[config.mk]
export PLATFORM = sky130hd
export DESIGN_NAME = axilite4_arbiter_n_flat
export DESIGN_NICKNAME = d
export VERILOG_FILES = /design/src/rtl/axilite4_arbiter_n_if.sv /design/src/rtl/axilite4_arbiter_n.sv /design/src/flat_wrapper.sv
export SDC_FILE = /design/constraint.sdc
export NUM_CORES = 1
export LEC_CHECK = 0
export CAP_MARGIN = 0
export CORE_AREA = 2 2 738 740
export CTS_CLUSTER_DIAMETER = 120
export DETAILED_ROUTE_END_ITERATION = 12
export DIE_AREA = 0 0 740 742
export PLACE_DENSITY = 0.3
export SLEW_MARGIN = 30
export SYNTH_ARGS = -nofsm -noshare
export SYNTH_HDL_FRONTEND = slang
export SYNTH_SLANG_ARGS = --single-unit
[constraint.sdc]
create_clock -name clk -period 7.84 [get_ports clk]
set_input_delay 2.352 -clock clk [delete_from_list [all_inputs] [get_ports clk]]
set_output_delay 2.352 -clock clk [all_outputs]
set_load 0.1 [all_outputs]
[src/rtl/axilite4_arbiter_n_if.sv]
// Five AXI-Lite channels (read addr/data, write addr/data/resp), NP ports wide.
// NP=NUM_MASTERS on the master side of the arbiter, NP=1 on the slave side.
interface axilite4_arbiter_n_if #(
  parameter int unsigned NP     = 1,
  parameter int unsigned ADDR_W = 32,
  parameter int unsigned DATA_W = 128,
  parameter int unsigned RESP_W = 32
);
  localparam int unsigned STRB_W = DATA_W / 8;

  logic [NP*ADDR_W-1:0] readAddr_addr;
  logic [NP-1:0]        readAddr_valid;
  logic [NP-1:0]        readAddr_ready;
  logic [NP*DATA_W-1:0] readData_data;
  logic [NP-1:0]        readData_valid;
  logic [NP-1:0]        readData_ready;
  logic [NP*ADDR_W-1:0] writeAddr_addr;
  logic [NP-1:0]        writeAddr_valid;
  logic [NP-1:0]        writeAddr_ready;
  logic [NP*DATA_W-1:0] writeData_data;
  logic [NP*STRB_W-1:0] writeData_strb;
  logic [NP-1:0]        writeData_valid;
  logic [NP-1:0]        writeData_ready;
  logic [NP*RESP_W-1:0] writeResp_msg;
  logic [NP-1:0]        writeResp_valid;
  logic [NP-1:0]        writeResp_ready;

  // Initiator of transactions
  modport master (
    output readAddr_addr, readAddr_valid, readData_ready,
    output writeAddr_addr, writeAddr_valid,
    output writeData_data, writeData_strb, writeData_valid, writeResp_ready,
    input  readAddr_ready, readData_data, readData_valid,
    input  writeAddr_ready, writeData_ready, writeResp_msg, writeResp_valid
  );

  // Target of transactions
  modport slave (
    input  readAddr_addr, readAddr_valid, readData_ready,
    input  writeAddr_addr, writeAddr_valid,
    input  writeData_data, writeData_strb, writeData_valid, writeResp_ready,
    output readAddr_ready, readData_data, readData_valid,
    output writeAddr_ready, writeData_ready, writeResp_msg, writeResp_valid
  );
endinterface

[src/rtl/axilite4_arbiter_n.sv]
// N-to-1 AXI-Lite arbiter with independent read and write ownership FSMs.
// Define AXIL_ARB_RR_EN for round-robin arbitration; otherwise lowest index wins.
module axilite4_arbiter_n #(
  parameter int unsigned NUM_MASTERS = 4,
  parameter int unsigned ADDR_W      = 32,
  parameter int unsigned DATA_W      = 128,
  parameter int unsigned RESP_W      = 32
) (
  input  logic                   clk,
  input  logic                   rst,
  axilite4_arbiter_n_if.slave    mst,
  axilite4_arbiter_n_if.master   slv,
  output logic [NUM_MASTERS-1:0] read_grant,
  output logic [NUM_MASTERS-1:0] write_grant
);
  localparam int unsigned N      = NUM_MASTERS;
  localparam int unsigned STRB_W = DATA_W / 8;
  localparam int unsigned IDX_W  = (N > 1) ? $clog2(N) : 1;

  typedef enum logic [1:0] {R_IDLE = 2'd0, R_ADDR = 2'd1, R_DATA = 2'd2} rd_state_e;
  typedef enum logic [1:0] {W_IDLE = 2'd0, W_XFER = 2'd1, W_RESP = 2'd2} wr_state_e;
  typedef logic [IDX_W-1:0] idx_t;

  rd_state_e    rd_state_q, rd_state_d;
  wr_state_e    wr_state_q, wr_state_d;
  idx_t         rd_idx_q, rd_idx_d, wr_idx_q, wr_idx_d;
  logic [N-1:0] rd_gnt_q, rd_gnt_d, wr_gnt_q, wr_gnt_d;
  logic         aw_done_q, aw_done_d, w_done_q, w_done_d;
  idx_t         rd_base, wr_base;
  logic [IDX_W:0] rd_pick, wr_pick;

  logic [N-1:0]        m_ar_ready, m_r_valid, m_aw_ready, m_w_ready, m_b_valid;
  logic [N*DATA_W-1:0] m_r_data;
  logic [N*RESP_W-1:0] m_b_msg;
  logic [ADDR_W-1:0]   s_ar_addr, s_aw_addr;
  logic [DATA_W-1:0]   s_w_data;
  logic [STRB_W-1:0]   s_w_strb;
  logic                s_ar_valid, s_r_ready, s_aw_valid, s_w_valid, s_b_ready;
  logic                aw_hs, w_hs;

`ifdef AXIL_ARB_RR_EN
  idx_t rd_ptr_q, rd_ptr_d, wr_ptr_q, wr_ptr_d;
  assign rd_base = rd_ptr_q;
  assign wr_base = wr_ptr_q;

  function automatic idx_t inc_wrap(input idx_t i);
    return (32'(i) + 1 == N) ? '0 : idx_t'(32'(i) + 1);
  endfunction
`else
  assign rd_base = '0;
  assign wr_base = '0;
`endif

  // First requester at or above base, wrapping; MSB of result flags a hit
  function automatic logic [IDX_W:0] pick(input logic [N-1:0] req, input idx_t base);
    logic [IDX_W:0] res;
    int unsigned    j;
    res = '0;
    for (int unsigned k = 0; k < N; k++) begin
      j = (32'(base) + k) % N;
      if (!res[IDX_W] && req[idx_t'(j)]) res = {1'b1, idx_t'(j)};
    end
    return res;
  endfunction

  always_comb begin
    rd_state_d = rd_state_q;
    rd_idx_d   = rd_idx_q;
    rd_gnt_d   = rd_gnt_q;
`ifdef AXIL_ARB_RR_EN
    rd_ptr_d   = rd_ptr_q;
`endif
    m_ar_ready = '0;
    m_r_valid  = '0;
    m_r_data   = '0;
    s_ar_addr  = '0;
    s_ar_valid = 1'b0;
    s_r_ready  = 1'b0;
    rd_pick    = pick(mst.readAddr_valid, rd_base);
    case (rd_state_q)
      R_IDLE: begin
        if (rd_pick[IDX_W]) begin
          rd_idx_d           = rd_pick[IDX_W-1:0];
          rd_gnt_d           = '0;
          rd_gnt_d[rd_idx_d] = 1'b1;
          rd_state_d         = R_ADDR;
        end
      end
      R_ADDR: begin
        s_ar_addr            = mst.readAddr_addr[32'(rd_idx_q)*ADDR_W +: ADDR_W];
        s_ar_valid           = mst.readAddr_valid[rd_idx_q];
        m_ar_ready[rd_idx_q] = slv.readAddr_ready;
        if (s_ar_valid && slv.readAddr_ready) rd_state_d = R_DATA;
      end
      R_DATA: begin
        m_r_data[32'(rd_idx_q)*DATA_W +: DATA_W] = slv.readData_data;
        m_r_valid[rd_idx_q] = slv.readData_valid;
        s_r_ready           = mst.readData_ready[rd_idx_q];
        if (slv.readData_valid && s_r_ready) begin
          rd_state_d = R_IDLE;
          rd_gnt_d   = '0;
`ifdef AXIL_ARB_RR_EN
          rd_ptr_d   = inc_wrap(rd_idx_q);
`endif
        end
      end
      default: rd_state_d = R_IDLE;
    endcase
  end

  // Address and data phases complete independently; done flags mask repeats
  always_comb begin
    wr_state_d = wr_state_q;
    wr_idx_d   = wr_idx_q;
    wr_gnt_d   = wr_gnt_q;
    aw_done_d  = aw_done_q;
    w_done_d   = w_done_q;
`ifdef AXIL_ARB_RR_EN
    wr_ptr_d   = wr_ptr_q;
`endif
    m_aw_ready = '0;
    m_w_ready  = '0;
    m_b_valid  = '0;
    m_b_msg    = '0;
    s_aw_addr  = '0;
    s_aw_valid = 1'b0;
    s_w_data   = '0;
    s_w_strb   = '0;
    s_w_valid  = 1'b0;
    s_b_ready  = 1'b0;
    aw_hs      = 1'b0;
    w_hs       = 1'b0;
    wr_pick    = pick(mst.writeAddr_valid, wr_base);
    case (wr_state_q)
      W_IDLE: begin
        if (wr_pick[IDX_W]) begin
          wr_idx_d           = wr_pick[IDX_W-1:0];
          wr_gnt_d           = '0;
          wr_gnt_d[wr_idx_d] = 1'b1;
          aw_done_d          = 1'b0;
          w_done_d           = 1'b0;
          wr_state_d         = W_XFER;
        end
      end
      W_XFER: begin
        if (!aw_done_q) begin
          s_aw_addr            = mst.writeAddr_addr[32'(wr_idx_q)*ADDR_W +: ADDR_W];
          s_aw_valid           = mst.writeAddr_valid[wr_idx_q];
          m_aw_ready[wr_idx_q] = slv.writeAddr_ready;
        end
        if (!w_done_q) begin
          s_w_data            = mst.writeData_data[32'(wr_idx_q)*DATA_W +: DATA_W];
          s_w_strb            = mst.writeData_strb[32'(wr_idx_q)*STRB_W +: STRB_W];
          s_w_valid           = mst.writeData_valid[wr_idx_q];
          m_w_ready[wr_idx_q] = slv.writeData_ready;
        end
        aw_hs     = s_aw_valid & slv.writeAddr_ready;
        w_hs      = s_w_valid & slv.writeData_ready;
        aw_done_d = aw_done_q | aw_hs;
        w_done_d  = w_done_q | w_hs;
        if (aw_done_d && w_done_d) begin
          wr_state_d = W_RESP;
          aw_done_d  = 1'b0;
          w_done_d   = 1'b0;
        end
      end
      W_RESP: begin
        m_b_msg[32'(wr_idx_q)*RESP_W +: RESP_W] = slv.writeResp_msg;
        m_b_valid[wr_idx_q] = slv.writeResp_valid;
        s_b_ready           = mst.writeResp_ready[wr_idx_q];
        if (slv.writeResp_valid && s_b_ready) begin
          wr_state_d = W_IDLE;
          wr_gnt_d   = '0;
`ifdef AXIL_ARB_RR_EN
          wr_ptr_d   = inc_wrap(wr_idx_q);
`endif
        end
      end
      default: wr_state_d = W_IDLE;
    endcase
  end

  always_ff @(posedge clk) begin
    if (rst) begin
      rd_state_q <= R_IDLE;
      wr_state_q <= W_IDLE;
      rd_idx_q   <= '0;
      wr_idx_q   <= '0;
      rd_gnt_q   <= '0;
      wr_gnt_q   <= '0;
      aw_done_q  <= 1'b0;
      w_done_q   <= 1'b0;
`ifdef AXIL_ARB_RR_EN
      rd_ptr_q   <= '0;
      wr_ptr_q   <= '0;
`endif
    end else begin
      rd_state_q <= rd_state_d;
      wr_state_q <= wr_state_d;
      rd_idx_q   <= rd_idx_d;
      wr_idx_q   <= wr_idx_d;
      rd_gnt_q   <= rd_gnt_d;
      wr_gnt_q   <= wr_gnt_d;
      aw_done_q  <= aw_done_d;
      w_done_q   <= w_done_d;
`ifdef AXIL_ARB_RR_EN
      rd_ptr_q   <= rd_ptr_d;
      wr_ptr_q   <= wr_ptr_d;
`endif
    end
  end

  assign read_grant  = rd_gnt_q;
  assign write_grant = wr_gnt_q;

  assign mst.readAddr_ready  = m_ar_ready;
  assign mst.readData_data   = m_r_data;
  assign mst.readData_valid  = m_r_valid;
  assign mst.writeAddr_ready = m_aw_ready;
  assign mst.writeData_ready = m_w_ready;
  assign mst.writeResp_msg   = m_b_msg;
  assign mst.writeResp_valid = m_b_valid;

  assign slv.readAddr_addr   = s_ar_addr;
  assign slv.readAddr_valid  = s_ar_valid;
  assign slv.readData_ready  = s_r_ready;
  assign slv.writeAddr_addr  = s_aw_addr;
  assign slv.writeAddr_valid = s_aw_valid;
  assign slv.writeData_data  = s_w_data;
  assign slv.writeData_strb  = s_w_strb;
  assign slv.writeData_valid = s_w_valid;
  assign slv.writeResp_ready = s_b_ready;
endmodule

[src/flat_wrapper.sv]
// flat-port wrapper written by rule: the top's interface ports become plain ports
module axilite4_arbiter_n_flat 
#(
  parameter int unsigned NUM_MASTERS = 4,
  parameter int unsigned ADDR_W      = 32,
  parameter int unsigned DATA_W      = 128,
  parameter int unsigned RESP_W      = 32
)
  (clk, rst, read_grant, write_grant, mst_readAddr_addr, mst_readAddr_valid, mst_readData_ready, mst_writeAddr_addr, mst_writeAddr_valid, mst_writeData_data, mst_writeData_strb, mst_writeData_valid, mst_writeResp_ready, mst_readAddr_ready, mst_readData_data, mst_readData_valid, mst_writeAddr_ready, mst_writeData_ready, mst_writeResp_msg, mst_writeResp_valid, slv_readAddr_addr, slv_readAddr_valid, slv_readData_ready, slv_writeAddr_addr, slv_writeAddr_valid, slv_writeData_data, slv_writeData_strb, slv_writeData_valid, slv_writeResp_ready, slv_readAddr_ready, slv_readData_data, slv_readData_valid, slv_writeAddr_ready, slv_writeData_ready, slv_writeResp_msg, slv_writeResp_valid);
  axilite4_arbiter_n_if #(.NP((4)), .ADDR_W(ADDR_W), .DATA_W(DATA_W), .RESP_W(RESP_W)) mst_i ();
  axilite4_arbiter_n_if #(.NP(1), .ADDR_W(ADDR_W), .DATA_W(DATA_W), .RESP_W(RESP_W)) slv_i ();
  input  logic clk;
  input  logic rst;
  output logic [NUM_MASTERS-1:0] read_grant;
  output logic [NUM_MASTERS-1:0] write_grant;
  input wire logic [$bits(mst_i.readAddr_addr)-1:0] mst_readAddr_addr;
  input wire logic [$bits(mst_i.readAddr_valid)-1:0] mst_readAddr_valid;
  input wire logic [$bits(mst_i.readData_ready)-1:0] mst_readData_ready;
  input wire logic [$bits(mst_i.writeAddr_addr)-1:0] mst_writeAddr_addr;
  input wire logic [$bits(mst_i.writeAddr_valid)-1:0] mst_writeAddr_valid;
  input wire logic [$bits(mst_i.writeData_data)-1:0] mst_writeData_data;
  input wire logic [$bits(mst_i.writeData_strb)-1:0] mst_writeData_strb;
  input wire logic [$bits(mst_i.writeData_valid)-1:0] mst_writeData_valid;
  input wire logic [$bits(mst_i.writeResp_ready)-1:0] mst_writeResp_ready;
  output wire logic [$bits(mst_i.readAddr_ready)-1:0] mst_readAddr_ready;
  output wire logic [$bits(mst_i.readData_data)-1:0] mst_readData_data;
  output wire logic [$bits(mst_i.readData_valid)-1:0] mst_readData_valid;
  output wire logic [$bits(mst_i.writeAddr_ready)-1:0] mst_writeAddr_ready;
  output wire logic [$bits(mst_i.writeData_ready)-1:0] mst_writeData_ready;
  output wire logic [$bits(mst_i.writeResp_msg)-1:0] mst_writeResp_msg;
  output wire logic [$bits(mst_i.writeResp_valid)-1:0] mst_writeResp_valid;
  output wire logic [$bits(slv_i.readAddr_addr)-1:0] slv_readAddr_addr;
  output wire logic [$bits(slv_i.readAddr_valid)-1:0] slv_readAddr_valid;
  output wire logic [$bits(slv_i.readData_ready)-1:0] slv_readData_ready;
  output wire logic [$bits(slv_i.writeAddr_addr)-1:0] slv_writeAddr_addr;
  output wire logic [$bits(slv_i.writeAddr_valid)-1:0] slv_writeAddr_valid;
  output wire logic [$bits(slv_i.writeData_data)-1:0] slv_writeData_data;
  output wire logic [$bits(slv_i.writeData_strb)-1:0] slv_writeData_strb;
  output wire logic [$bits(slv_i.writeData_valid)-1:0] slv_writeData_valid;
  output wire logic [$bits(slv_i.writeResp_ready)-1:0] slv_writeResp_ready;
  input wire logic [$bits(slv_i.readAddr_ready)-1:0] slv_readAddr_ready;
  input wire logic [$bits(slv_i.readData_data)-1:0] slv_readData_data;
  input wire logic [$bits(slv_i.readData_valid)-1:0] slv_readData_valid;
  input wire logic [$bits(slv_i.writeAddr_ready)-1:0] slv_writeAddr_ready;
  input wire logic [$bits(slv_i.writeData_ready)-1:0] slv_writeData_ready;
  input wire logic [$bits(slv_i.writeResp_msg)-1:0] slv_writeResp_msg;
  input wire logic [$bits(slv_i.writeResp_valid)-1:0] slv_writeResp_valid;
  assign mst_i.readAddr_addr = mst_readAddr_addr;
  assign mst_i.readAddr_valid = mst_readAddr_valid;
  assign mst_i.readData_ready = mst_readData_ready;
  assign mst_i.writeAddr_addr = mst_writeAddr_addr;
  assign mst_i.writeAddr_valid = mst_writeAddr_valid;
  assign mst_i.writeData_data = mst_writeData_data;
  assign mst_i.writeData_strb = mst_writeData_strb;
  assign mst_i.writeData_valid = mst_writeData_valid;
  assign mst_i.writeResp_ready = mst_writeResp_ready;
  assign mst_readAddr_ready = mst_i.readAddr_ready;
  assign mst_readData_data = mst_i.readData_data;
  assign mst_readData_valid = mst_i.readData_valid;
  assign mst_writeAddr_ready = mst_i.writeAddr_ready;
  assign mst_writeData_ready = mst_i.writeData_ready;
  assign mst_writeResp_msg = mst_i.writeResp_msg;
  assign mst_writeResp_valid = mst_i.writeResp_valid;
  assign slv_readAddr_addr = slv_i.readAddr_addr;
  assign slv_readAddr_valid = slv_i.readAddr_valid;
  assign slv_readData_ready = slv_i.readData_ready;
  assign slv_writeAddr_addr = slv_i.writeAddr_addr;
  assign slv_writeAddr_valid = slv_i.writeAddr_valid;
  assign slv_writeData_data = slv_i.writeData_data;
  assign slv_writeData_strb = slv_i.writeData_strb;
  assign slv_writeData_valid = slv_i.writeData_valid;
  assign slv_writeResp_ready = slv_i.writeResp_ready;
  assign slv_i.readAddr_ready = slv_readAddr_ready;
  assign slv_i.readData_data = slv_readData_data;
  assign slv_i.readData_valid = slv_readData_valid;
  assign slv_i.writeAddr_ready = slv_writeAddr_ready;
  assign slv_i.writeData_ready = slv_writeData_ready;
  assign slv_i.writeResp_msg = slv_writeResp_msg;
  assign slv_i.writeResp_valid = slv_writeResp_valid;
  axilite4_arbiter_n #(.NUM_MASTERS(NUM_MASTERS), .ADDR_W(ADDR_W), .DATA_W(DATA_W), .RESP_W(RESP_W)) u_core (.clk(clk), .rst(rst), .mst(mst_i), .slv(slv_i), .read_grant(read_grant), .write_grant(write_grant));
endmodule
# --- Word-level counts from Yosys, hierarchy flattened ---
# Index checks and enable logic that the tools add are counted.
op_classes:
  n_addsub: 2
  magnitude_cmp: 8
  eq_ne: 10
  shift: 8
  n_mux: 70
  bitwise_logic: 11
  n_reduce_logical: 32
ops:
  columns: ["op", "n"]
  rows:
  - ["$and A512 B512 Y512", 1]
  - ["$mux W512", 1]
  - ["$shift A128 B34 Y512 const A", 1]
  - ["$shiftx A128 B34 Y512", 1]
  - ["$shiftx A512 B10 Y128", 1]
  - ["$mux W128", 3]
  - ["$shiftx A128 B8 Y32", 2]
  - ["$and A128 B128 Y128", 1]
  - ["$shift A32 B34 Y128 const A", 1]
  - ["$shiftx A32 B34 Y128", 1]
  - ["$mux W32", 3]
  - ["$shiftx A64 B7 Y16", 1]
  - ["$mux W4", 11]
  - ["$neg A7 Y34", 1]
  - ["$neg A9 Y34", 1]
  - ["$mux W16", 2]
  - ["$mux W3", 8]
  - ["$mux W1", 21]
  - ["$and A4 B4 Y4", 5]
  - ["$pmux W4 S2", 2]
  - ["$logic_and A1 B1 Y1", 14]
  - ["$lt A2 B3 Y1 const B", 4]
  - ["$mux W2", 6]
  - ["$ne A2 B1 Y1 const B", 6]
  - ["14 further kinds", 43]
totals:
  register_bits: 18
  input_bits: 1019
  out_inout_bits: 881
  wordCells: 149

# --- Logic depth before layout (Yosys ltp) ---
# Gate-level depths: netlist of the first run.
depth:
  word_depth: 16
  mapped_depth: 10
  depth_no_buf: 6

# --- Worst setup path before layout of the first run ---
# No wires, ideal clock.
synth_path:
  path_kind: "input -> output"
  start: "input mst_writeData_valid[1]"
  end: "output slv_writeData_valid"
  arrival_time_ns: 3.951
  required_ns: 5.488
  path_slack_ns: 1.537
  path_stages: 2
  path_buffers: 0
  cell_sequence: "mux4_2 > nor2b_1"
synth_via:
  elab_chain_len: 5
synth_lines:
  columns: ["item", "line_no", "rtl"]
  rows:
  - ["start: declaration", "flat_wrapper.sv:23", "input wire logic [$bits(mst_i.writeData_valid)-1:0] mst_writeData_valid;"]
  - ["$bmux W1 S2", "axilite4_arbiter_n.sv:154", "s_w_valid = mst.writeData_valid[wr_idx_q];"]
  - ["$mux W1 (implied by the code)", "axilite4_arbiter_n.sv:154", null]
  - ["$mux W1", "axilite4_arbiter_n.sv:151", "if (!w_done_q) begin"]
  - ["$mux W1 (2 in series)", "axilite4_arbiter_n.sv:134", "case (wr_state_q)"]
  - ["end: declaration", "flat_wrapper.sv:39", "output wire logic [$bits(slv_i.writeData_valid)-1:0] slv_writeData_valid;"]
# Every way passes these cells. The select of a mux whose other input is x is not followed.

# --- Worst setup path in the final report of the first run ---
layout_path:
  start: "input mst_writeData_data[11]"
  end: "output slv_writeData_data[11]"
layout_via:
  elab_chain_len: 3
layout_lines:
  columns: ["item", "line_no", "rtl"]
  rows:
  - ["start: declaration", "flat_wrapper.sv:21", "input wire logic [$bits(mst_i.writeData_data)-1:0] mst_writeData_data;"]
  - ["$shiftx A512 B10 Y128", "axilite4_arbiter_n.sv:152", "s_w_data = mst.writeData_data[32'(wr_idx_q)*DATA_W +: DATA_W];"]
  - ["$mux W128", "axilite4_arbiter_n.sv:151", null]
  - ["$mux W128", "axilite4_arbiter_n.sv:134", null]
  - ["end: declaration", "flat_wrapper.sv:37", "output wire logic [$bits(slv_i.writeData_data)-1:0] slv_writeData_data;"]
# Every way passes these cells.

==> flow_summary.yaml, run 1 <==
route:
  via_count: 22340
  drt-total-wl_um: 388300
  drt_drc_violations_left: 0
  ant_nets: 0
  wl_per_cell_um: 36.97
  firstDrtPassIters: 8
  drt_iter0_drc: 1705
  viasPerCell: 2.127
global_route:
  grt_max_degree: 97
  antenna_found_initial: 355
  grt_pass1_vias: 21852
  globalRouteTotalUtil_pct: 13.58
  grt_first_pass_wirelength_um: 439200
  gr-total-overflow: 0
worst_setup_path:
  path_cells: "clkdlybuf4s50_1 > mux4_2 > nor2b_1 > buf_2"
  crit_type: "in2out"
  r2r_cells: 5
  required_ns: 5.49
  critPathCaptureType: "primary output"
  cpMaxStageDelayCell: "clkdlybuf4s50_1"
  cp_max_fo: 1
  cp-start-kind: "primary input"
  cp.arrival_ns: 5.29
  cp_slowest_stage_delay_ns: 0.98
floorplanning:
  rows: 271
  io_pins: 1900
  die_h_um: 742
  start_util_pct: 2.203
  dieWidth_um: 740
  core_mm2: 0.5422
  die_area_mm2: 0.5491
status:
  status: "completed"
synthesis:
  synth_ff_type: "dfxtp_1"
  synth_edf_count: 0
  ys_seq_area_share_pct: 3.017
  mappedNetlistArea_mm2: 0.01195
  yosysWarnings: 0
  ys_types: 42
  syn_inst: 1353
  syn_avg_cell_area_um2: 8.829
  ys_ff_latch: 18
  synthArstFlopShare_pct: 0
  postSynthNetCount: 2382
sta:
  min_period_ns: 7.644
  report.final.slew_viol_count: 0
  worst_pin_slew_ns: 1.084
  rsz0062_at_grt: "no"
  relSlewSlack_pct: 27.48
  fin_crit_sh_pct: 97.50
  clock.fmax_ghz: 0.1308
  finalSetupTns_ns: 0
  hold_violations: 0
  setup-violations-final: 0
  skew_ns: 0.004323
job:
  max_cap_viol_count: 0
pwr:
  total_power_w: 0.004158
  leakage_nw: 13.25
  cellPowerDensity_mw_per_mm2: 109.6
  irDropWorstVdd_v: 0.0001139
finish:
  final_cell_mix: "clkdlybuf4s50_1 (1,018), buf_4 (737), and2_1 (709)"
  fillers: 63723
  finalNetCount: 4207
  final_cell_area_mm2: 0.03792
  area_delta_synth_final_pct: 217.5
  final_layout_size_suffix_gt1_share_pct: 37.17
  final_core_util_pct: 6.994
  final_common_cell: "clkdlybuf4s50_1"
  finalNonFillerCells: 10503
place:
  io_buffers: 1899
  post-place-cells: 10405
  placed_area_mm2: 0.03755
  gp_congestion: 0.9853
  dp_hpwl_um: 362100
cts:
  hold_buffers: 0
  cts_setup_buffers: 0
  cts_max_level: 1
  cts_buffers: 3
  worstSkewPairLatency_ns: 0.33
  clock_path_buffers: 2
  cts_tree: "built"
  root_buffer: "clkbuf_16"
  ctsResizeCount: 0
  clk_pin_slew_ns: 0.08
  cts_sinks: 18
hold_path:
  hold_class: "reg2reg"
  hold_depth: 1
-- cells by family (layout without fill, tap and decap cells) --
group / Yosys count / in the layout / share of synthesized area [%]
compound gates: 36 / 36 / 2.137
fa+ha+maj: 10 / 10 / 1.047
buf+inv: 154 / 1978 / 5.468
flops: 18 / 18 / 3.017
mux: 213 / 213 / 40.16
other cells: 0 / 92 / 0
simple gates: 922 / 922 / 48.17
-- synthesized netlist by cell type (2+ instances only) --
master	number	area, um^2
inv_1	10	37.54
and4_1	3	26.28
clkbuf_1	105	394.1
buf_1	3	11.26
and3_1	22	137.6
nand2_1	8	30.03
nor4_1	2	12.51
nor2_1	11	41.29
and2_1	709	4436
or4_1	2	15.01
buf_2	24	120.1
a32o_1	3	30.03
nor3_1	4	20.02
a221oi_1	2	17.52
mux4_2	213	4797
a22o_1	4	35.03
ha_1	10	125.1
dfxtp_1	18	360.4
nand2b_1	3	18.77
a21oi_1	7	35.03
buf_4	10	75.07
o21ai_0	9	45.04
nor2b_1	149	932.1
nor4_2	3	37.54
a211oi_1	2	15.01
-- critical path: cells and delay by family --
| kind | cells | cell delay, ns |
|---|---|---|
| buf+inv | 2 | 1.53 |
| mux | 1 | 0.71 |
| simple gates | 1 | 0.61 |
-- layer usage --
layer	global-route usage, %	wire (um)
met1	14.09	138000
met2	24.48	192900
met5	0	782
met4	3.754	14980
met3	6.259	41630
-- power breakdown --
group	internal, W	leakage [nW]	total [W]	switching, W
Combinational	0.00109	13.1	0.00387	0.00278
Clock	0.0000793	0.0447	0.000157	0.0000775
Sequential	0.0000996	0.150	0.000134	0.0000345
-- path summary, 6_finish.rpt --
path	startpoint	to	slack (ns)
worst max-delay path	mst_writeData_data[11]	slv_writeData_data[11]	0.20
worst min-delay path	u_core.read_grant[1]	u_core.read_grant[1]	0.48
worst max register to register	u_core.wr_idx_q[0]	u_core.write_grant[1]	5.05
worst min register to register	u_core.read_grant[1]	u_core.read_grant[1]	0.48
-- registers in the layout, summed over array words and instances, names as in the netlist --
register	cells
u_core.wr_idx_q	2
u_core.rd_idx_q	2
u_core.rd_state_q	2
u_core.w_done_q	1
u_core.wr_state_q	2
u_core.read_grant	4
u_core.write_grant	4
u_core.aw_done_q	1
-- final cells by class --
class,instances,area (um^2),share of cell area (%)
diodes,92,230.2,0.6071
inverters,11,41.29,0.1089
multi-input cells,1181,11000,29.01
repair buffers,1963,17140,45.19
well taps,7234,9051,23.87
clock buffers,4,88.84,0.2343
flip-flops and latches,18,372.9,0.9832
-- metrics by stage --
step	hold WS, ns	worst slack, ns
global placement	0.4675	0.02187
global route	0.5007	0.2351
CTS	0.4865	0.04961
floorplan	0.4536	1.537
finish	0.4829	0.1964
detailed placement	0.4673	0.06563
(Power assumes the default switching activity.)
==> run 2: changes to the inputs <==
--- a/config.mk
+++ b/config.mk
@@ -7,3 +7,2 @@
 export LEC_CHECK = 0
-export CAP_MARGIN = 0
 export CORE_AREA = 2 2 738 740
==> constraint.sdc (replaced) <==
create_clock -name clk -period 7.84 [get_ports clk]
set_input_delay 0.784 -clock clk [delete_from_list [all_inputs] [get_ports clk]]
set_output_delay 0.784 -clock clk [all_outputs]
set_load 0.1 [all_outputs]
==> flow_summary.yaml, run 2 (synthesis results as in run 1) <==
place:
  dp_hpwl_um: 358700
  post-place-cells: 10390
  place_ws_ns: 2.536
  io_buffers: 1899
  gp_congestion: 0.9663
global_route:
  grt_util_met2_pct: 24.43
  grt_max_degree: 92
  use_met3_pct: 6.985
  busiest_layer: "met2"
  grt_first_pass_wirelength_um: 435100
  globalRouteTotalUtil_pct: 13.45
  use_met1_pct: 13.49
  gr-total-overflow: 0
  antenna_found_initial: 352
  grt_pass1_vias: 21655
cts:
  clock_path_buffers: 2
  cts_max_level: 1
  hold_buffers: 0
  root_buffer: "clkbuf_16"
  cts_sinks: 18
  cts_buffers: 3
  worstSkewPairLatency_ns: 0.33
  cts_setup_buffers: 0
  clk_pin_slew_ns: 0.10
  ctsResizeCount: 0
  cts_tree: "built"
sta:
  rsz0062_at_grt: "no"
  min_period_ns: 5.317
  fin_ws_ns: 2.523
  skew_ns: 0.006572
  report.final.slew_viol_count: 0
  finalSetupTns_ns: 0
  clock.fmax_ghz: 0.1881
  worst_pin_slew_ns: 1.116
  fin_crit_sh_pct: 67.82
  setup-violations-final: 0
  relSlewSlack_pct: 25.39
  timing.hold.ws_ns: 0.4925
  hold_violations: 0
floorplanning:
  dieWidth_um: 740
  die_area_mm2: 0.5491
  io_pins: 1900
  start_util_pct: 2.203
  rows: 271
  core_mm2: 0.5422
  die_h_um: 742
pwr:
  pwr-share-seq_pct: 3.1
  sw_frac_of_total_pct: 69.87
  clkPwrFrac_pct: 3.8
  total_power_w: 0.004160
  irDropWorstVdd_v: 0.0001121
  cellPowerDensity_mw_per_mm2: 108.0
  leakage_nw: 12.36
  intPower_w: 0.001253
  p_comb_share_pct: 93.2
  switchingPower_w: 0.002907
worst_setup_path:
  critPathCaptureType: "primary output"
  required_ns: 7.06
  cp-start-kind: "register"
  cp_max_fo: 26
  cp.arrival_ns: 4.53
  crit_type: "reg2out"
route:
  drt_iter0_drc: 1515
  via_count: 22152
  drt_drc_violations_left: 0
  viasPerCell: 2.114
  ant_nets: 0
  drt-total-wl_um: 384500
  firstDrtPassIters: 4
  wl_per_cell_um: 36.69
finish:
  final_common_cell: "clkdlybuf4s50_1"
  final_cell_mix: "clkdlybuf4s50_1 (1,400), and2_1 (709), buf_4 (279)"
  final_layout_size_suffix_gt1_share_pct: 24.79
  seq_area_um2: 372.9
  finalNonFillerCells: 10479
  fillers: 63649
  finalNetCount: 4193
  multi_input_area_mm2: 0.01100
  area_delta_synth_final_pct: 222.6
job:
  max_cap_viol_count: 0
status:
  status: "completed"
hold_path:
  hold_class: "reg2reg"
[run 2: cell count changes in the layout (fill, tap and decap cells not counted)]
cell,before,now
buf_16,3,2
diode_2,92,82
buf_4,737,279
buf_12,20,18
nor2b_2,1,0
clkdlybuf4s50_1,1018,1400
buf_2,182,247
nor2b_1,147,148
[run 2: power by group through the flow]
stage	Clock [W]	Sequential (W)	Combinational, W
global route	0.000175	0.000132	0.00400
floorplan	0	0.000123	0.00202
finish	0.000157	0.000127	0.00388
global placement	0	0.000141	0.00396
detailed placement	0	0.000141	0.00393
CTS	0.000175	0.000139	0.00395
[run 2: worst max-delay path: stages, from the launching register on]
cell and delay (ns):
dfxtp_4 0.81, inv_2 0.18, ha_1 0.45, nor4_4 0.81, buf_4 0.46, and2_1 0.20, clkdlybuf4s50_1 1.17
[run 2: cell type report]
cell class	count	share of cell area (%)
diodes	82	0.5325
multi-input cells	1181	28.54
well taps	7234	23.49
clock buffers	4	0.2305
repair buffers	1949	46.14
inverters	11	0.1071
flip-flops and latches	18	0.9675
[run 2: final timing paths]
check                                      startpoint                endpoint  slack, ns  cells past startpoint
worst max-delay path               u_core.wr_idx_q[0]  mst_writeResp_msg[112]       2.52                      6
worst min register to register  u_core.write_grant[0]   u_core.write_grant[0]       0.49                      1
worst min-delay path            u_core.write_grant[0]   u_core.write_grant[0]       0.49                      1
worst max register to register     u_core.wr_idx_q[0]   u_core.write_grant[1]       5.13                      5
[run 2: layer usage]
metal	vias to the layer above	routed length (um)	part of all wire (%)
li1	8420	-	-
met2	2119	193000	50
met5	-	865	0.22
met1	10772	132400	34
met4	128	13150	3.4
met3	713	45080	12
[run 2: through the flow]
stage	utilization (%)	area, um^2
2_1_floorplan	-	11950
3_3_place_gp	7.089	38440
3_5_place_dp	7.045	38190
4_1_cts	7.061	38280
5_1_grt	7.088	38430
6_report	7.108	38540
==> patch 1: new RTL, settings of run 2 <==
`RESP_W` is set to 32 in 3 places; all go to 48.
--- a/src/rtl/axilite4_arbiter_n_if.sv
+++ b/src/rtl/axilite4_arbiter_n_if.sv
@@ -4,7 +4,7 @@
   parameter int unsigned NP     = 1,
   parameter int unsigned ADDR_W = 32,
   parameter int unsigned DATA_W = 128,
-  parameter int unsigned RESP_W = 32
+  parameter int unsigned RESP_W = 48
 );
   localparam int unsigned STRB_W = DATA_W / 8;
 
--- a/src/rtl/axilite4_arbiter_n.sv
+++ b/src/rtl/axilite4_arbiter_n.sv
@@ -4,7 +4,7 @@
   parameter int unsigned NUM_MASTERS = 4,
   parameter int unsigned ADDR_W      = 32,
   parameter int unsigned DATA_W      = 128,
-  parameter int unsigned RESP_W      = 32
+  parameter int unsigned RESP_W      = 48
 ) (
   input  logic                   clk,
   input  logic                   rst,
--- a/src/flat_wrapper.sv
+++ b/src/flat_wrapper.sv
@@ -4,7 +4,7 @@
   parameter int unsigned NUM_MASTERS = 4,
   parameter int unsigned ADDR_W      = 32,
   parameter int unsigned DATA_W      = 128,
-  parameter int unsigned RESP_W      = 32
+  parameter int unsigned RESP_W      = 48
 )
   (clk, rst, read_grant, write_grant, mst_readAddr_addr, mst_readAddr_valid, mst_readData_ready, mst_writeAddr_addr, mst_writeAddr_valid, mst_writeData_data, mst_writeData_strb, mst_writeData_valid, mst_writeResp_ready, mst_readAddr_ready, mst_readData_data, mst_readData_valid, mst_writeAddr_ready, mst_writeData_ready, mst_writeResp_msg, mst_writeResp_valid, slv_readAddr_addr, slv_readAddr_valid, slv_readData_ready, slv_writeAddr_addr, slv_writeAddr_valid, slv_writeData_data, slv_writeData_strb, slv_writeData_valid, slv_writeResp_ready, slv_readAddr_ready, slv_readData_data, slv_readData_valid, slv_writeAddr_ready, slv_writeData_ready, slv_writeResp_msg, slv_writeResp_valid);
   axilite4_arbiter_n_if #(.NP((4)), .ADDR_W(ADDR_W), .DATA_W(DATA_W), .RESP_W(RESP_W)) mst_i ();
Interface: changed (resized mst_writeResp_msg and slv_writeResp_msg); port bits go from 1900 to 1980. The function was not compared with the original's and may differ.
==> patch 1 against run 2 <==
  * Synthesized area grew 19%
  * Global-route usage increased by 1.7 points
  * First-iteration DRC count up 57%
  * Sequential share of layout area decreased by 0.080 points
  * Non-clock buffer count up 88
  * Sequential cell count unchanged
  * Routed wire length is 13% higher
  * Design area rose by 9.0%
  * Worst setup slack lost 0.16 ns
  * Total power up 48%
  * Critical path depth rose by 3
  * Clock power fell by 9%
  * Critical path type unchanged
==> patch 1: results (changes against run 2) <==
Global routing
  – Initial antenna violation count: 456 (+30%)
  – GRT Total Usage: 15.2% (+1.7 points)
  – Vias in the first global route: 25400 (+18%)
  – First-pass GRT wire length: 493000 um (+13%)
  – Largest net degree at the start of global routing: 121 (+32%)

Min path
  – Worst hold path type: reg2reg
  – Worst Hold Endpoint: u_core.write_grant[1]$_SDFFE_PP0P_
  – Hold Startpoint: u_core.write_grant[1]$_SDFFE_PP0P_
  – Hold Path Cell Cnt: 2 (+1)

Finish
  – Layout Nets: 4666 (+11%)
  – Number of fill cells in the layout: 63600 (-0.030%)
  – Share of cells above drive strength 1: 24.0% (-0.84 points)

Synthesis
  – Seq/Total Area, Yosys: 2.53% (-0.49 points)
  – Post-synthesis adder-cell area fraction: 0.879% (-0.17 points)
  – Yosys cell types: 54 (+29%)
  – Post-synthesis xor/xnor area fraction: 0.176% (+0.18 points)
  – Complex-gate fraction of the synthesized area: 9.58% (+7.4 points)
  – Commonest cells post-synth: and2_1 (552), mux4_2 (213), nor2_1 (198), nor2b_1 (181), clkbuf_1 (126)
  – Syn Nets: 2828 (+19%)
  – Ys flop type: dfxtp_1
  – Post-synthesis mux area share: 36.0% (-4.2 points)
  – Largest cells by area after synthesis: mux4_2 (34%), and2_1 (24%), nor2b_1 (8.0%)
  – Syn. warnings: 0 (unchanged)

Detailed routing
  – Final WL: 436000 um (+13%)
  – Drt initial violations: 2374 (+57%)
  – Initial DRT Pass Iterations: 6 (+2)
  – Vias per cell: 2.43 (+15%)

Clock network
  – Later-pin clock latency in the skew report: 0.30 ns (-0.03 ns)
  – Worst-path clk slew: 0.08 ns (-0.02 ns)
  – PostCTS Resize Cnt: 0 (unchanged)
  – Clock Path Buffers: 2 (unchanged)
  – H-tree depth: 1 (unchanged)
  – Setup Buffers After CTS: 0 (unchanged)
  – Root Buffer: clkbuf_16
  – Cts bufs inserted: 3 (unchanged)

Critical path
  – R2r setup slk: 5.03 ns (-0.10 ns)
  – Arr. time, crit path: 4.69 ns (+0.16 ns)
  – Critical R2R Capture: u_core.write_grant[0]$_SDFFE_PP0P_
  – R2r worst-path depth: 5 (unchanged)
  – Critical Path Fanout Max: 44 (+69%)
  – Worst r2r src: u_core.wr_idx_q[1]$_SDFFE_PP0P_
  – Top delay family on crit path: buffers and inverters
  – Slowest stage cell, crit path: clkdlybuf4s50_1
  – Slowest stage delay, CP: 1.15 ns (-0.02 ns)
  – Worst Setup SP: u_core.rd_idx_q[1]$_SDFFE_PP0P_

Timing
  – Setup Skew: 0.00175 ns (-0.00482 ns)
  – Final setup violation count: 0 (unchanged)
  – Slew @ Worst Pin: 1.08 ns (-0.0378 ns)

Place
  – # port buffers: 1979 (+4.2%)
  – Post-DP HPWL: 408000 um (+14%)
  – RD Place Congestion: 0.946 (-2.1%)
  – Placed instance area: 41100 um^2 (+7.6%)

Power and ir drop
  – Leakage: 13.2 nW (+6.5%)
  – IR drop worst, VDD: 87.7 uV (-22%)

Status
  – Status: complete, no violations
## patch 1: cell count changes after synthesis, sizes merged, moves of 16 or more
cell / before / now
nand3b: 1 / 17
nand2: 8 / 53
nand3: 0 / 21
a21oi: 7 / 50
nor2: 11 / 200
clkbuf: 105 / 138
and2: 710 / 552
buf: 38 / 66
a22oi: 0 / 79
o31ai: 0 / 33
mux2i: 0 / 33
nor2b: 149 / 181
## patch 1: layout make-up
class,instances,area (um^2),share of cell area [%]
tap,7234,9050,21.6
antenna,293,733,1.75
clock buffer,4,88.8,0.212
sequential,18,373,0.888
multi-input combinational,1553,13100,31.1
inverter,8,30.0,0.0715
timing repair buffer,2037,18700,44.4
## patch 1: power by group
part	switching (mW)	internal (mW)	total, mW
registers	0.0340	0.103	0.137
logic	4.39	1.47	5.86
clock network	0.0638	0.0788	0.143
total	4.48	1.66	6.14
## patch 1: through the flow
step	setup slack, ns	power [mW]	hold slack, ns	cells	utilization, %
2_1_floorplan	2.53	3.36	0.459	1783	-
3_3_place_gp	1.78	6.09	0.462	10800	7.57
3_5_place_dp	2.45	6.14	0.464	10800	7.58
4_1_cts	2.10	6.30	0.482	10900	7.59
5_1_grt	2.10	6.34	0.504	11100	7.71
6_report	2.36	6.14	0.484	11100	7.75
## patch 1: worst max path at each step
stage | endpoint | slack [ns] | cells after the start
after CTS | mst_writeResp_msg[145] | 2.10 | 6
after floorplan | mst_writeResp_msg[166] | 2.53 | 10
after global routing | mst_writeResp_msg[171] | 2.10 | 6
after global placement | mst_writeResp_msg[134] | 1.78 | 6
after detailed placement | mst_writeResp_msg[145] | 2.45 | 6
final | mst_readData_data[57] | 2.36 | 9
## patch 1: per-layer routing
layer  wire, um  GRT usage, %
met4      21300          6.09
met5       1310             0
met3      59800          8.90
met2     207000          25.8
met1     146000          15.1
==> patch 2: new RTL, config.mk and constraints of run 2 <==
Made on the original files. Reset style: asynchronous (`rst`), changed in one clocked block.
--- a/src/rtl/axilite4_arbiter_n.sv
+++ b/src/rtl/axilite4_arbiter_n.sv
@@ -180,7 +180,7 @@
     endcase
   end
 
-  always_ff @(posedge clk) begin
+  always_ff @(posedge clk or posedge rst) begin
     if (rst) begin
       rd_state_q <= R_IDLE;
       wr_state_q <= W_IDLE;
Check against the original RTL: not settled (the Yosys comparison gave no result); the edit may change what the design does.
==> patch 2 against run 2 <==
  * Via count down 1.3%
  * Sequential share of layout area up 0.24 points
  * Final cell count is 0.37% higher
  * Synthesized cell count increased by 0.81%
  * Non-clock buffer count fell by 6
  * Routed wire length decreased by 4.3%
  * Worst setup slack got worse by 0.18 ns
  * Design area about the same
  * First-iteration DRC count shrank 4.9%
  * Sequential cell count unchanged
  * Synthesized area rose by 2.2%
Power is left out: it rests on default switching activity, and per cell area and clock period it moved more than threefold.
==> patch 2: results (changes against run 2) <==
Synthesis
  – Commonest cells post-synth: and2_1 (643), mux4_2 (213), nor2b_1 (180), buf_2 (63)
  – Post-synthesis mux area share: 39.3% (-0.88 points)
  – Complex-gate fraction of the synthesized area: 1.76% (-0.37 points)
  – Cells after synthesis: 1364 (+0.81%)
  – Seq/Total Area, Yosys: 3.69% (+0.67 points)
  – Ys flop type: dfrtp_1
  – Asr flop ratio synth: 100% (+100 points)
  – Post-synthesis adder-cell area fraction: 1.02% (-0.023 points)
  – Syn Nets: 2393 (+0.46%)
  – Yosys cell types: 39 (-7.1%)
  – Largest cells by area after synthesis: mux4_2 (39%), and2_1 (33%), nor2b_1 (9.2%)

Clock network
  – Hold buffers post-CTS: 0 (unchanged)
  – Cts bufs inserted: 3 (unchanged)
  – Worst-path clk slew: 0.07 ns (-0.03 ns)
  – Later-pin clock latency in the skew report: 0.31 ns (-0.02 ns)

Place
  – Post-DP HPWL: 349000 um (-2.7%)
  – Post-Place Cells: 10400 (+0.048%)
  – RD Place Congestion: 0.947 (-2.0%)
  – # port buffers: 1899 (unchanged)
  – Placed instance area: 38200 um^2 (unchanged)
  – DP Worst Slack: 2.62 ns (+0.0828 ns)

Critical path
  – Worst Setup SP: u_core.rd_idx_q[1]$_DFFE_PP0P_
  – Arr. time, crit path: 4.71 ns (+0.18 ns)
  – Critical Path Fanout Max: 81 (+210%)
  – Worst r2r src: u_core.wr_idx_q[0]$_DFFE_PP0P_
  – R2r worst-path depth: 5 (unchanged)
  – Critical R2R Capture: u_core.write_grant[3]$_DFFE_PP0P_
  – Worst setup path endpoint: mst_readData_data[166]
  – R2r setup slk: 4.60 ns (-0.53 ns)
  – Slowest stage delay, CP: 1.15 ns (-0.02 ns)

Global routing
  – GRT Total Usage: 12.8% (-0.61 points)
  – Largest net degree at the start of global routing: 98 (+6.5%)
  – First-pass GRT wire length: 418000 um (-3.9%)
  – Initial antenna violation count: 382 (+8.5%)

Detailed routing
  – Avg WL per Cell: 35.0 um (-4.7%)
  – Initial DRT Pass Iterations: 5 (+1)
  – Final WL: 368000 um (-4.3%)
  – Vias: 21900 (-1.3%)
  – Drt initial violations: 1441 (-4.9%)

Timing
  – Slew @ Worst Pin: 1.13 ns (+0.00977 ns)
  – Setup Skew: 0.00185 ns (-0.00472 ns)
  – Final Critical Period: 5.49 ns (+0.176 ns)

Finish
  – Layout Nets: 4195 (+0.048%)
  – Share of cells above drive strength 1: 24.1% (-0.71 points)

Status
  – Status: complete, no violations
-- patch 2: logic make-up (layout without fill, tap and decap cells) --
logic type / count (synthesis) / after routing
compound gates: 35 / 35
fa+ha+maj: 10 / 10
buf+inv: 158 / 1959
flops: 18 / 18
mux: 213 / 213
other cells: 0 / 119
simple gates: 930 / 930
-- patch 2: layout make-up --
class / instances / area [um^2]
Antenna cell: 119 / 298
Sequential cell: 18 / 464
Tap cell: 7234 / 9050
Multi-Input combinational cell: 1188 / 11000
Timing Repair Buffer: 1943 / 17600
Fill cell: 63700 / 504000
Inverter: 12 / 45.0
Clock buffer: 4 / 88.8
-- patch 2: critical path: cells and delay by family (launching register included) --
kind                       cells  cell delay [ns]
adders and majority gates      1             0.29
buffers and inverters          4             2.46
DFF                            1             0.34
and+or+nand+nor                3             1.24
-- patch 2: worst min-delay path by stage --
stage / startpoint / end / slack (ns) / cells after the start
floorplan: u_core.aw_done_q$_DFFE_PP0P_ / u_core.aw_done_q$_DFFE_PP0P_ / 0.47 / 1
global placement: u_core.w_done_q$_DFFE_PP0P_ / u_core.w_done_q$_DFFE_PP0P_ / 0.50 / 1
detailed placement: u_core.read_grant[2]$_DFFE_PP0P_ / u_core.read_grant[2]$_DFFE_PP0P_ / 0.50 / 2
CTS: u_core.read_grant[2]$_DFFE_PP0P_ / u_core.read_grant[2]$_DFFE_PP0P_ / 0.52 / 2
global route: u_core.w_done_q$_DFFE_PP0P_ / u_core.w_done_q$_DFFE_PP0P_ / 0.55 / 1
finish: u_core.read_grant[2]$_DFFE_PP0P_ / u_core.read_grant[2]$_DFFE_PP0P_ / 0.52 / 2
-- patch 2: layer usage --
metal  GRT usage, %  wire length, um
met5              0              776
met3           5.24            36200
met2           23.1           182000
met1           13.7           133000
met4           3.87            15900
